**src/rtl/pipe_stall_if.sv**
```systemverilog
// pipe_stall_if
//   Bundles the event inputs, bank enables/clears and fill handshake of the
//   pipeline stall/flush sequencer.
//   Modports:
//     master : the sequencer (consumes events, drives enables/flushes/fill port)
//     slave  : the pipeline and fill engine side (drives events, consumes controls)
//   Optional feature macro: PIPE_PERF_CNT_EN adds the stall_cnt signal.
//   Parameters:
//     PERF_W : width of stall_cnt (only present with PIPE_PERF_CNT_EN)
interface pipe_stall_if #(
    parameter int PERF_W = 32
);
    // events from the pipeline / memory
    logic load_use;
    logic branch_taken;
    logic icache_miss;
    logic dcache_miss;
    logic halt;
    logic fill_done;
    // bank controls
    logic wen_pc;
    logic wen_ifid;
    logic wen_idex;
    logic wen_exmem;
    logic wen_memwb;
    logic flush_ifid;
    logic flush_idex;
    // fill port and status
    logic fill_req;
    logic fill_sel;
    logic fill_err;
    logic halted;
`ifdef PIPE_PERF_CNT_EN
    logic [PERF_W-1:0] stall_cnt;
`endif

    modport master (
        input  load_use, branch_taken, icache_miss, dcache_miss, halt, fill_done,
        output wen_pc, wen_ifid, wen_idex, wen_exmem, wen_memwb,
        output flush_ifid, flush_idex,
        output fill_req, fill_sel, fill_err, halted
`ifdef PIPE_PERF_CNT_EN
        , output stall_cnt
`endif
    );

    modport slave (
        output load_use, branch_taken, icache_miss, dcache_miss, halt, fill_done,
        input  wen_pc, wen_ifid, wen_idex, wen_exmem, wen_memwb,
        input  flush_ifid, flush_idex,
        input  fill_req, fill_sel, fill_err, halted
`ifdef PIPE_PERF_CNT_EN
        , input stall_cnt
`endif
    );
endinterface

```
**src/rtl/pipe_stall_ctrl.sv**
```systemverilog
// pipe_stall_ctrl
//   Central stall/flush sequencer for a 5-stage pipeline. Drives the write
//   enables and synchronous clears of the PC and pipeline register banks,
//   resolves halt / D-miss / I-miss / taken-branch / load-use events and runs
//   the shared I/D cache fill handshake with a timeout.
//   Ports:
//     clk  : clock, all state updates on posedge
//     rst  : synchronous active-high reset
//     bus  : pipe_stall_if.master (events in, enables/flushes/fill port out)
//   Parameters:
//     FILL_TO : fill cycles allowed before timeout (timeout fires in the
//               FILL_TO-th cycle spent in a fill state)
//     TO_W    : width of the fill timeout counter
//     PERF_W  : width of stall_cnt
//   Optional feature macro: PIPE_PERF_CNT_EN enables the saturating stall
//   cycle counter (cycles with wen_pc==0).
//   Outputs are combinational from registered state plus current inputs, so
//   an event gates the enables of its own cycle.
module pipe_stall_ctrl #(
    parameter int FILL_TO = 255,
    parameter int TO_W    = 8,
    parameter int PERF_W  = 32
) (
    input  logic        clk,
    input  logic        rst,
    pipe_stall_if.master bus
);
    typedef enum logic [1:0] {RUN, IFILL, DFILL, HALT} state_t;

    // Counter value seen during the FILL_TO-th fill cycle (cleared on entry).
    localparam logic [TO_W-1:0] TO_LAST = TO_W'(FILL_TO - 1);

    state_t          state_reg;
    logic [TO_W-1:0] to_cnt_reg;
    logic            fill_err_reg;

    logic wen_pc, wen_ifid, wen_idex, wen_exmem, wen_memwb;
    logic flush_ifid, flush_idex;
    logic fill_req, fill_sel, halted;

    // State, timeout counter and sticky error
    always_ff @(posedge clk) begin
        if (rst) begin
            state_reg    <= RUN;
            to_cnt_reg   <= '0;
            fill_err_reg <= 1'b0;
        end else begin
            case (state_reg)
                RUN: begin
                    to_cnt_reg <= '0;
                    if (bus.halt)             state_reg <= HALT;
                    else if (bus.dcache_miss) state_reg <= DFILL;
                    else if (bus.icache_miss) state_reg <= IFILL;
                end
                IFILL, DFILL: begin
                    // fill_done beats a coincident timeout
                    if (bus.fill_done) begin
                        to_cnt_reg <= '0;
                        if (state_reg == DFILL && bus.icache_miss)
                            state_reg <= IFILL;
                        else
                            state_reg <= RUN;
                    end else if (to_cnt_reg == TO_LAST) begin
                        to_cnt_reg   <= '0;
                        fill_err_reg <= 1'b1;
                        state_reg    <= HALT;
                    end else begin
                        to_cnt_reg <= to_cnt_reg + 1'b1;
                    end
                end
                default: begin
                    // HALT is left only through rst
                    to_cnt_reg <= '0;
                end
            endcase
        end
    end

    // Bank enables, clears and fill port
    always_comb begin
        wen_pc     = 1'b0;
        wen_ifid   = 1'b0;
        wen_idex   = 1'b0;
        wen_exmem  = 1'b0;
        wen_memwb  = 1'b0;
        flush_ifid = 1'b0;
        flush_idex = 1'b0;
        fill_req   = 1'b0;
        fill_sel   = 1'b0;
        halted     = 1'b0;
        if (!rst) begin
            case (state_reg)
                RUN: begin
                    if (bus.halt || bus.dcache_miss || bus.icache_miss) begin
                        // full freeze, everything stays at 0
                    end else if (bus.branch_taken) begin
                        // squash the two younger instructions; any load_use
                        // belongs to a squashed instruction and is dropped
                        {wen_pc, wen_ifid, wen_idex, wen_exmem, wen_memwb} = 5'b11111;
                        flush_ifid = 1'b1;
                        flush_idex = 1'b1;
                    end else if (bus.load_use) begin
                        // hold PC and IF/ID, inject a bubble into ID/EX
                        wen_idex   = 1'b1;
                        wen_exmem  = 1'b1;
                        wen_memwb  = 1'b1;
                        flush_idex = 1'b1;
                    end else begin
                        {wen_pc, wen_ifid, wen_idex, wen_exmem, wen_memwb} = 5'b11111;
                    end
                end
                IFILL: fill_req = 1'b1;
                DFILL: begin
                    fill_req = 1'b1;
                    fill_sel = 1'b1;
                end
                default: halted = 1'b1;
            endcase
        end
    end

    assign bus.wen_pc     = wen_pc;
    assign bus.wen_ifid   = wen_ifid;
    assign bus.wen_idex   = wen_idex;
    assign bus.wen_exmem  = wen_exmem;
    assign bus.wen_memwb  = wen_memwb;
    assign bus.flush_ifid = flush_ifid;
    assign bus.flush_idex = flush_idex;
    assign bus.fill_req   = fill_req;
    assign bus.fill_sel   = fill_sel;
    assign bus.fill_err   = fill_err_reg;
    assign bus.halted     = halted;

`ifdef PIPE_PERF_CNT_EN
    logic [PERF_W-1:0] stall_cnt_reg;

    // Saturating count of cycles where the PC is held
    always_ff @(posedge clk) begin
        if (rst)
            stall_cnt_reg <= '0;
        else if (!wen_pc && (stall_cnt_reg != '1))
            stall_cnt_reg <= stall_cnt_reg + 1'b1;
    end

    assign bus.stall_cnt = stall_cnt_reg;
`endif
endmodule
```
**src/flat_wrapper.sv**
```systemverilog
// flat-port wrapper written by rule: the top's interface ports become plain ports
module pipe_stall_ctrl_flat 
#(
    parameter int FILL_TO = 255,
    parameter int TO_W    = 8,
    parameter int PERF_W  = 32
)
  (clk, rst, bus_load_use, bus_branch_taken, bus_icache_miss, bus_dcache_miss, bus_halt, bus_fill_done, bus_wen_pc, bus_wen_ifid, bus_wen_idex, bus_wen_exmem, bus_wen_memwb, bus_flush_ifid, bus_flush_idex, bus_fill_req, bus_fill_sel, bus_fill_err, bus_halted);
  pipe_stall_if #(.PERF_W(PERF_W)) bus_i ();
  input  logic clk;
  input  logic rst;
  input wire logic [$bits(bus_i.load_use)-1:0] bus_load_use;
  input wire logic [$bits(bus_i.branch_taken)-1:0] bus_branch_taken;
  input wire logic [$bits(bus_i.icache_miss)-1:0] bus_icache_miss;
  input wire logic [$bits(bus_i.dcache_miss)-1:0] bus_dcache_miss;
  input wire logic [$bits(bus_i.halt)-1:0] bus_halt;
  input wire logic [$bits(bus_i.fill_done)-1:0] bus_fill_done;
  output wire logic [$bits(bus_i.wen_pc)-1:0] bus_wen_pc;
  output wire logic [$bits(bus_i.wen_ifid)-1:0] bus_wen_ifid;
  output wire logic [$bits(bus_i.wen_idex)-1:0] bus_wen_idex;
  output wire logic [$bits(bus_i.wen_exmem)-1:0] bus_wen_exmem;
  output wire logic [$bits(bus_i.wen_memwb)-1:0] bus_wen_memwb;
  output wire logic [$bits(bus_i.flush_ifid)-1:0] bus_flush_ifid;
  output wire logic [$bits(bus_i.flush_idex)-1:0] bus_flush_idex;
  output wire logic [$bits(bus_i.fill_req)-1:0] bus_fill_req;
  output wire logic [$bits(bus_i.fill_sel)-1:0] bus_fill_sel;
  output wire logic [$bits(bus_i.fill_err)-1:0] bus_fill_err;
  output wire logic [$bits(bus_i.halted)-1:0] bus_halted;
  assign bus_i.load_use = bus_load_use;
  assign bus_i.branch_taken = bus_branch_taken;
  assign bus_i.icache_miss = bus_icache_miss;
  assign bus_i.dcache_miss = bus_dcache_miss;
  assign bus_i.halt = bus_halt;
  assign bus_i.fill_done = bus_fill_done;
  assign bus_wen_pc = bus_i.wen_pc;
  assign bus_wen_ifid = bus_i.wen_ifid;
  assign bus_wen_idex = bus_i.wen_idex;
  assign bus_wen_exmem = bus_i.wen_exmem;
  assign bus_wen_memwb = bus_i.wen_memwb;
  assign bus_flush_ifid = bus_i.flush_ifid;
  assign bus_flush_idex = bus_i.flush_idex;
  assign bus_fill_req = bus_i.fill_req;
  assign bus_fill_sel = bus_i.fill_sel;
  assign bus_fill_err = bus_i.fill_err;
  assign bus_halted = bus_i.halted;
  pipe_stall_ctrl #(.FILL_TO(FILL_TO), .TO_W(TO_W), .PERF_W(PERF_W)) u_core (.clk(clk), .rst(rst), .bus(bus_i));
endmodule
```
**config.mk**
```make
export PLATFORM = sky130hd
export DESIGN_NAME = pipe_stall_ctrl_flat
export DESIGN_NICKNAME = d
export VERILOG_FILES = /design/src/rtl/pipe_stall_if.sv /design/src/rtl/pipe_stall_ctrl.sv /design/src/flat_wrapper.sv
export SDC_FILE = /design/constraint.sdc
export NUM_CORES = 1
export LEC_CHECK = 0
export ABC_AREA = 1
export CAP_MARGIN = 20
export CORE_MARGIN = 1.5
export CORE_UTILIZATION = 45
export CTS_CLUSTER_DIAMETER = 150
export DETAILED_ROUTE_END_ITERATION = 10
export GPL_TIMING_DRIVEN = 0
export PLACE_DENSITY = 0.88
export SETUP_SLACK_MARGIN = 0.3
export SLEW_MARGIN = 20
export SYNTH_ARGS = -nofsm -noshare
export SYNTH_HDL_FRONTEND = slang
export SYNTH_SLANG_ARGS = --single-unit
```
**constraint.sdc**
```tcl
create_clock -name clk -period 1.8 [get_ports clk]
set_input_delay 0.45 -clock clk [delete_from_list [all_inputs] [get_ports clk]]
set_output_delay 0.45 -clock clk [all_outputs]
set_load 0.01 [all_outputs]
```
# Word level (Yosys, flattened, before mapping)
# Cells that the tools add are included.
[totals]
reg_bits = 11
input_bits = 8
out_inout_bits = 11
elab_cells = 51
[classes]
n_addsub = 1
n_eq_ne = 5
n_mux = 30
n_bitwise = 2
reduce_logical = 10
[op_table]
columns = ["cell", "count"]
rows = [
  ["2-to-1 mux 1 bit", 24],
  ["2-to-1 mux 2 bit", 5],
  ["adder 8 x 1 -> 8 bit, second input constant", 1],
  ["equality test 8 bit, second input constant", 1],
  ["AND reduction 3 bit", 2],
  ["inequality test 4 bit, second input constant", 1],
  ["case mux 2 bit (2 select lines)", 1],
  ["OR reduction 4 bit", 1],
  ["inequality test 3 x 1 -> 1 bit, second input constant", 1],
  ["OR reduction 3 bit", 1],
  ["equality test 2 x 1 -> 1 bit, second input constant", 1],
  ["equality test 2 bit, second input constant", 1],
  ["zero test 2 bit", 1],
  ["logical OR 1 bit", 2],
  ["inverter 1 bit", 2],
  ["nonzero test 2 bit", 1],
  ["OR reduction 2 bit", 1],
  ["logical AND 1 bit", 1],
]

# Depth between registers and ports, before layout
[depth]
ltp_word = 5
mapped_depth = 10
depth_no_buf = 10

# Least setup slack after synthesis
# No wires, ideal clock.
[synth_path]
path_type = "register -> output"
from = "register u_core.state_reg[0]"
to = "output bus_wen_pc"
arrival_ns = 1.514
required_time_ns = 1.350
setup_slack_ns = -0.164
stages_incl_launch_ff = 10
path_buffers = 1
path_cell_list = "dfxtp_1 > inv_1 > ha_1 > inv_1 > nor2_1 > nand2_1 > nor2_1 > inv_1 > a21oi_1 > buf_4"
[synth_between]
elab_chain_cells = 3
[synth_lines]
columns = ["item", "line", "rtl"]
rows = [
  ["from (decl)", "pipe_stall_ctrl.sv:33", "state_t state_reg;"],
  ["from (signal assigned)", "pipe_stall_ctrl.sv:44", "state_reg <= RUN;"],
  ["from (signal assigned)", "pipe_stall_ctrl.sv:51", "if (bus.halt) state_reg <= HALT;"],
  ["from (signal assigned)", "pipe_stall_ctrl.sv:52", "else if (bus.dcache_miss) state_reg <= DFILL;"],
  ["zero test 2 bit", "--", ""],
  ["2-to-1 mux 1 bit (2 in a row)", "--", ""],
  ["to (decl)", "flat_wrapper.sv:18", "output wire logic [$bits(bus_i.wen_pc)-1:0] bus_wen_pc;"],
]
# No other way between the ends.

# Final worst setup path
[layout_path]
from = "register u_core.state_reg[1]"
to = "output bus_wen_pc"
[layout_between]
elab_chain_cells = 3
[layout_lines]
columns = ["item", "line", "rtl"]
rows = [
  ["zero test 2 bit", "pipe_stall_ctrl.sv:92", "case (state_reg)"],
  ["2-to-1 mux 1 bit", "pipe_stall_ctrl.sv:92", ""],
  ["2-to-1 mux 1 bit", "pipe_stall_ctrl.sv:91", "if (!rst) begin"],
]
# No other way between the ends.

==> run_results.csv <==
group,metric,value,unit
outcome,status,"finished with violations",
outcome,violations,"setup timing",
worst_setup_path,worstPathArrival,1.58,ns
routing,wire_per_inst,17.55,µm
worst_setup_path,cp-end-kind,"primary output",
global_routing,grt_pass1_vias,829,
sta,rsz0062_at_grt,"yes",
worst_setup_path,crit_fanout,3,
global_routing,grt-ovfl-total,0,
logic_synthesis,synth.ff_latch_count,11,
finish,diodes,0,
sta,tns,-1.292,ns
sta,fmax,492.4,MHz
logic_synthesis,yosysTopAreaCell,"dfxtp_1",
sta,min_period,2.031,ns
sta,hold_viol,0,
logic_synthesis,postSynthCellCount,93,
logic_synthesis,ys_types,16,
global_routing,grt_usage,27.68,%
clock_network,cts-root-buf,"clkbuf_4",
worst_setup_path,worstSetupStartpointType,"register",
die,dieHeight,41.61,µm
sta,maxSlewHeadroom,76.21,%
global_routing,antenna_found_initial,0,
logic_synthesis,synth_simple_gate_area_share,32.46,%
logic_synthesis,synth.net_count,107,
finish,syn_to_final_growth,70.71,%
die,fp.coreArea,1350,µm²
finish,multiInputGateArea,462.9,µm²
power,power_density,1339,nW/µm²
global_routing,grt_pass1_wl,3546,µm
routing,drt_wl_total,2668,µm
placement,pre_cts_slack,-0.8322,ns
logic_synthesis,synth_area_leaders,"dfxtp_1, ha_1, nor2_1",
placement,place_congestion,0.7352,
routing,drtIter0Drc,32,
routing,firstDrtPassIters,4,
die,initial_core_util,49.68,%
sta,slew_viol_final,0,
worst_setup_path,crit_required,1.35,ns
clock_network,htreeDepth,1,
logic_synthesis,ys_seq_area_share,32.84,%
finish,final-seq-area,222.7,µm²
logic_synthesis,synth_top_family_by_area,"simple AND/OR/NAND/NOR gates",
sta,setup_ws,-0.2310,ns
global_routing,grt_max_degree,9,
power,p_leak,0.5224,nW
clock_network,cts_buffers,3,
die,io-pin-count,19,
die,die_w,41.61,µm
placement,dpl-instance-area,894.6,µm²
sta,fin_crit_sh,112.8,%
finish,fillers,70,
logic_synthesis,synth_top_area_share,32.84,%
logic_synthesis,synthAdderAreaFrac,11.19,%
die,die_area,1731,µm²
logic_synthesis,synthXorXnorAreaFrac,6.530,%
placement,port_buffers,18,
placement,hpwl,1059,µm
die,rows,13,
finish,fin_cells,152,
clock_network,cts_max_path_buffers,2,
sta,finalSetupViolCount,9,
routing,vias,845,
logic_synthesis,synth_compound_area_share,5.224,%
clock_network,clk_latency,0.28,ns
clock_network,cts_sinks,11,
routing,ant_nets,0,
logic_synthesis,synth_mux_area_share,0,%
logic_synthesis,netlist_area,670.6,µm²
power,ir_worst_vdd,0.001106,V
worst_hold_path,min_path_type,"register to register",
routing,vias_per_cell,5.559,
finish,drive_gt1_share,49.64,%
clock_network,cts_tree,"yes",
routing,drc,0,
placement,dp.cells,126,
finish,fin_area,1145,µm²
sta,tightest_slew,0.3568,ns
logic_synthesis,synth.avg_cell_area,7.211,µm²
worst_setup_path,path_class,"register to primary output",
clock_network,holdBufCountCts,0,
sta,fin_skew,0.006097,ns
run,cap_violations,0,
finish,finalNetCount,152,
finish,largest_register_ffs,8,
clock_network,path_clk_slew,0.08,ns
logic_synthesis,yosys_warnings,0,
synth_stat cells (all sizes together):
| master | number |
|---|---|
| a21oi | 6 |
| buf | 3 |
| dfxtp | 11 |
| ha | 6 |
| inv | 15 |
| nand2 | 16 |
| nand3 | 6 |
| nand4 | 1 |
| nor2 | 23 |
| o21ai | 1 |
| xnor2 | 2 |
| xor2 | 3 |
through the flow:
step / total power [mW] / hold slack (ns) / util [%]
2_1_floorplan: 0.5738 / 0.4393 / -
3_3_place_gp: 0.6824 / 0.4412 / 66.27
3_5_place_dp: 0.7049 / 0.4443 / 66.27
4_1_cts: 1.254 / 0.4526 / 80.44
5_1_grt: 1.586 / 0.4988 / 84.80
6_report: 1.533 / 0.4893 / 84.80
power by group:
group | internal, mW | switching (mW)
sequential | 0.276 | 0.0224
combinational | 0.533 | 0.523
clock | 0.0861 | 0.0923
total | 0.895 | 0.637
layout by cell type, fill, tap and decap left out, types with 2 or more instances in the layout:
cell type,count
buf_4,20
nor2_1,16
nand2_1,9
buf_6,9
dfxtp_1,9
inv_1,7
inv_2,7
nand2_2,6
buf_2,6
a21oi_1,5
dlygate4sd2_1,5
nor2_4,4
nand3_1,4
nor2_2,3
xor2_1,3
ha_1,3
ha_4,3
clkbuf_4,3
clkdlybuf4s50_1,3
xnor2_1,2
dfxtp_2,2
logic make-up (layout without fill, tap and decap cells):
kind of cell	after synthesis	in the layout
AO/OA/AOI/OAI	7	7
XOR/XNOR	5	5
adder cells (fa/ha/maj)	6	6
buffers and inverters	18	62
flip-flops	11	11
AND/OR/NAND/NOR	46	46
path summary, 6_finish.rpt:
kind / startpoint / endpoint / slack (ns) / depth (start not counted)
hold reg to reg: u_core.bus.fill_err$_SDFFE_PP0P_ / u_core.bus.fill_err$_SDFFE_PP0P_ / 0.49 / 2
setup / recovery: u_core.state_reg[1]$_SDFFE_PP0P_ / bus_wen_pc / -0.23 / 10
setup reg to reg: u_core.state_reg[1]$_SDFFE_PP0P_ / u_core.state_reg[1]$_SDFFE_PP0P_ / -0.17 / 15
hold / removal: u_core.bus.fill_err$_SDFFE_PP0P_ / u_core.bus.fill_err$_SDFFE_PP0P_ / 0.49 / 2
final cells by class:
| cell class | instances | share of cell area, % |
|---|---|---|
| multi-input cells | 64 | 40.44 |
| repair buffers | 40 | 28.74 |
| flip-flops and latches | 11 | 19.45 |
| inverters | 15 | 5.137 |
| clock buffers | 4 | 2.295 |
| plain buffers | 3 | 2.295 |
| well taps | 15 | 1.639 |
worst max-delay path, stage by stage, from the launching register on:
cell and delay [ns]:
dfxtp_2 0.33, inv_2 0.09, ha_4 0.15, inv_2 0.04, nor2_4 0.11, nand2_2 0.09, nor2_4 0.10, inv_2 0.06
a21oi_4 0.12, buf_6 0.11, buf_6 0.09
timing repair:
item | in CTS | in global routing
cloned | 0 | 0
hold endpoints to repair | 0 | 0
pin swaps | 6 | 1
buffers inserted | 20 | 2
endpoints found under the setup margin | 11 | 17
resized for setup | 62 | 12
routing by layer:
| metal | track usage, % | vias to the layer above | wire (µm) |
|---|---|---|---|
| met5 | 0 | - | 0 |
| met4 | 30.97 | 0 | 235 |
| met3 | 4.348 | 31 | 204 |
| met2 | 45.63 | 62 | 1256 |
| met1 | 27.52 | 376 | 971 |
| li1 | - | 376 | - |
Power figures use the tool's default switching activity.
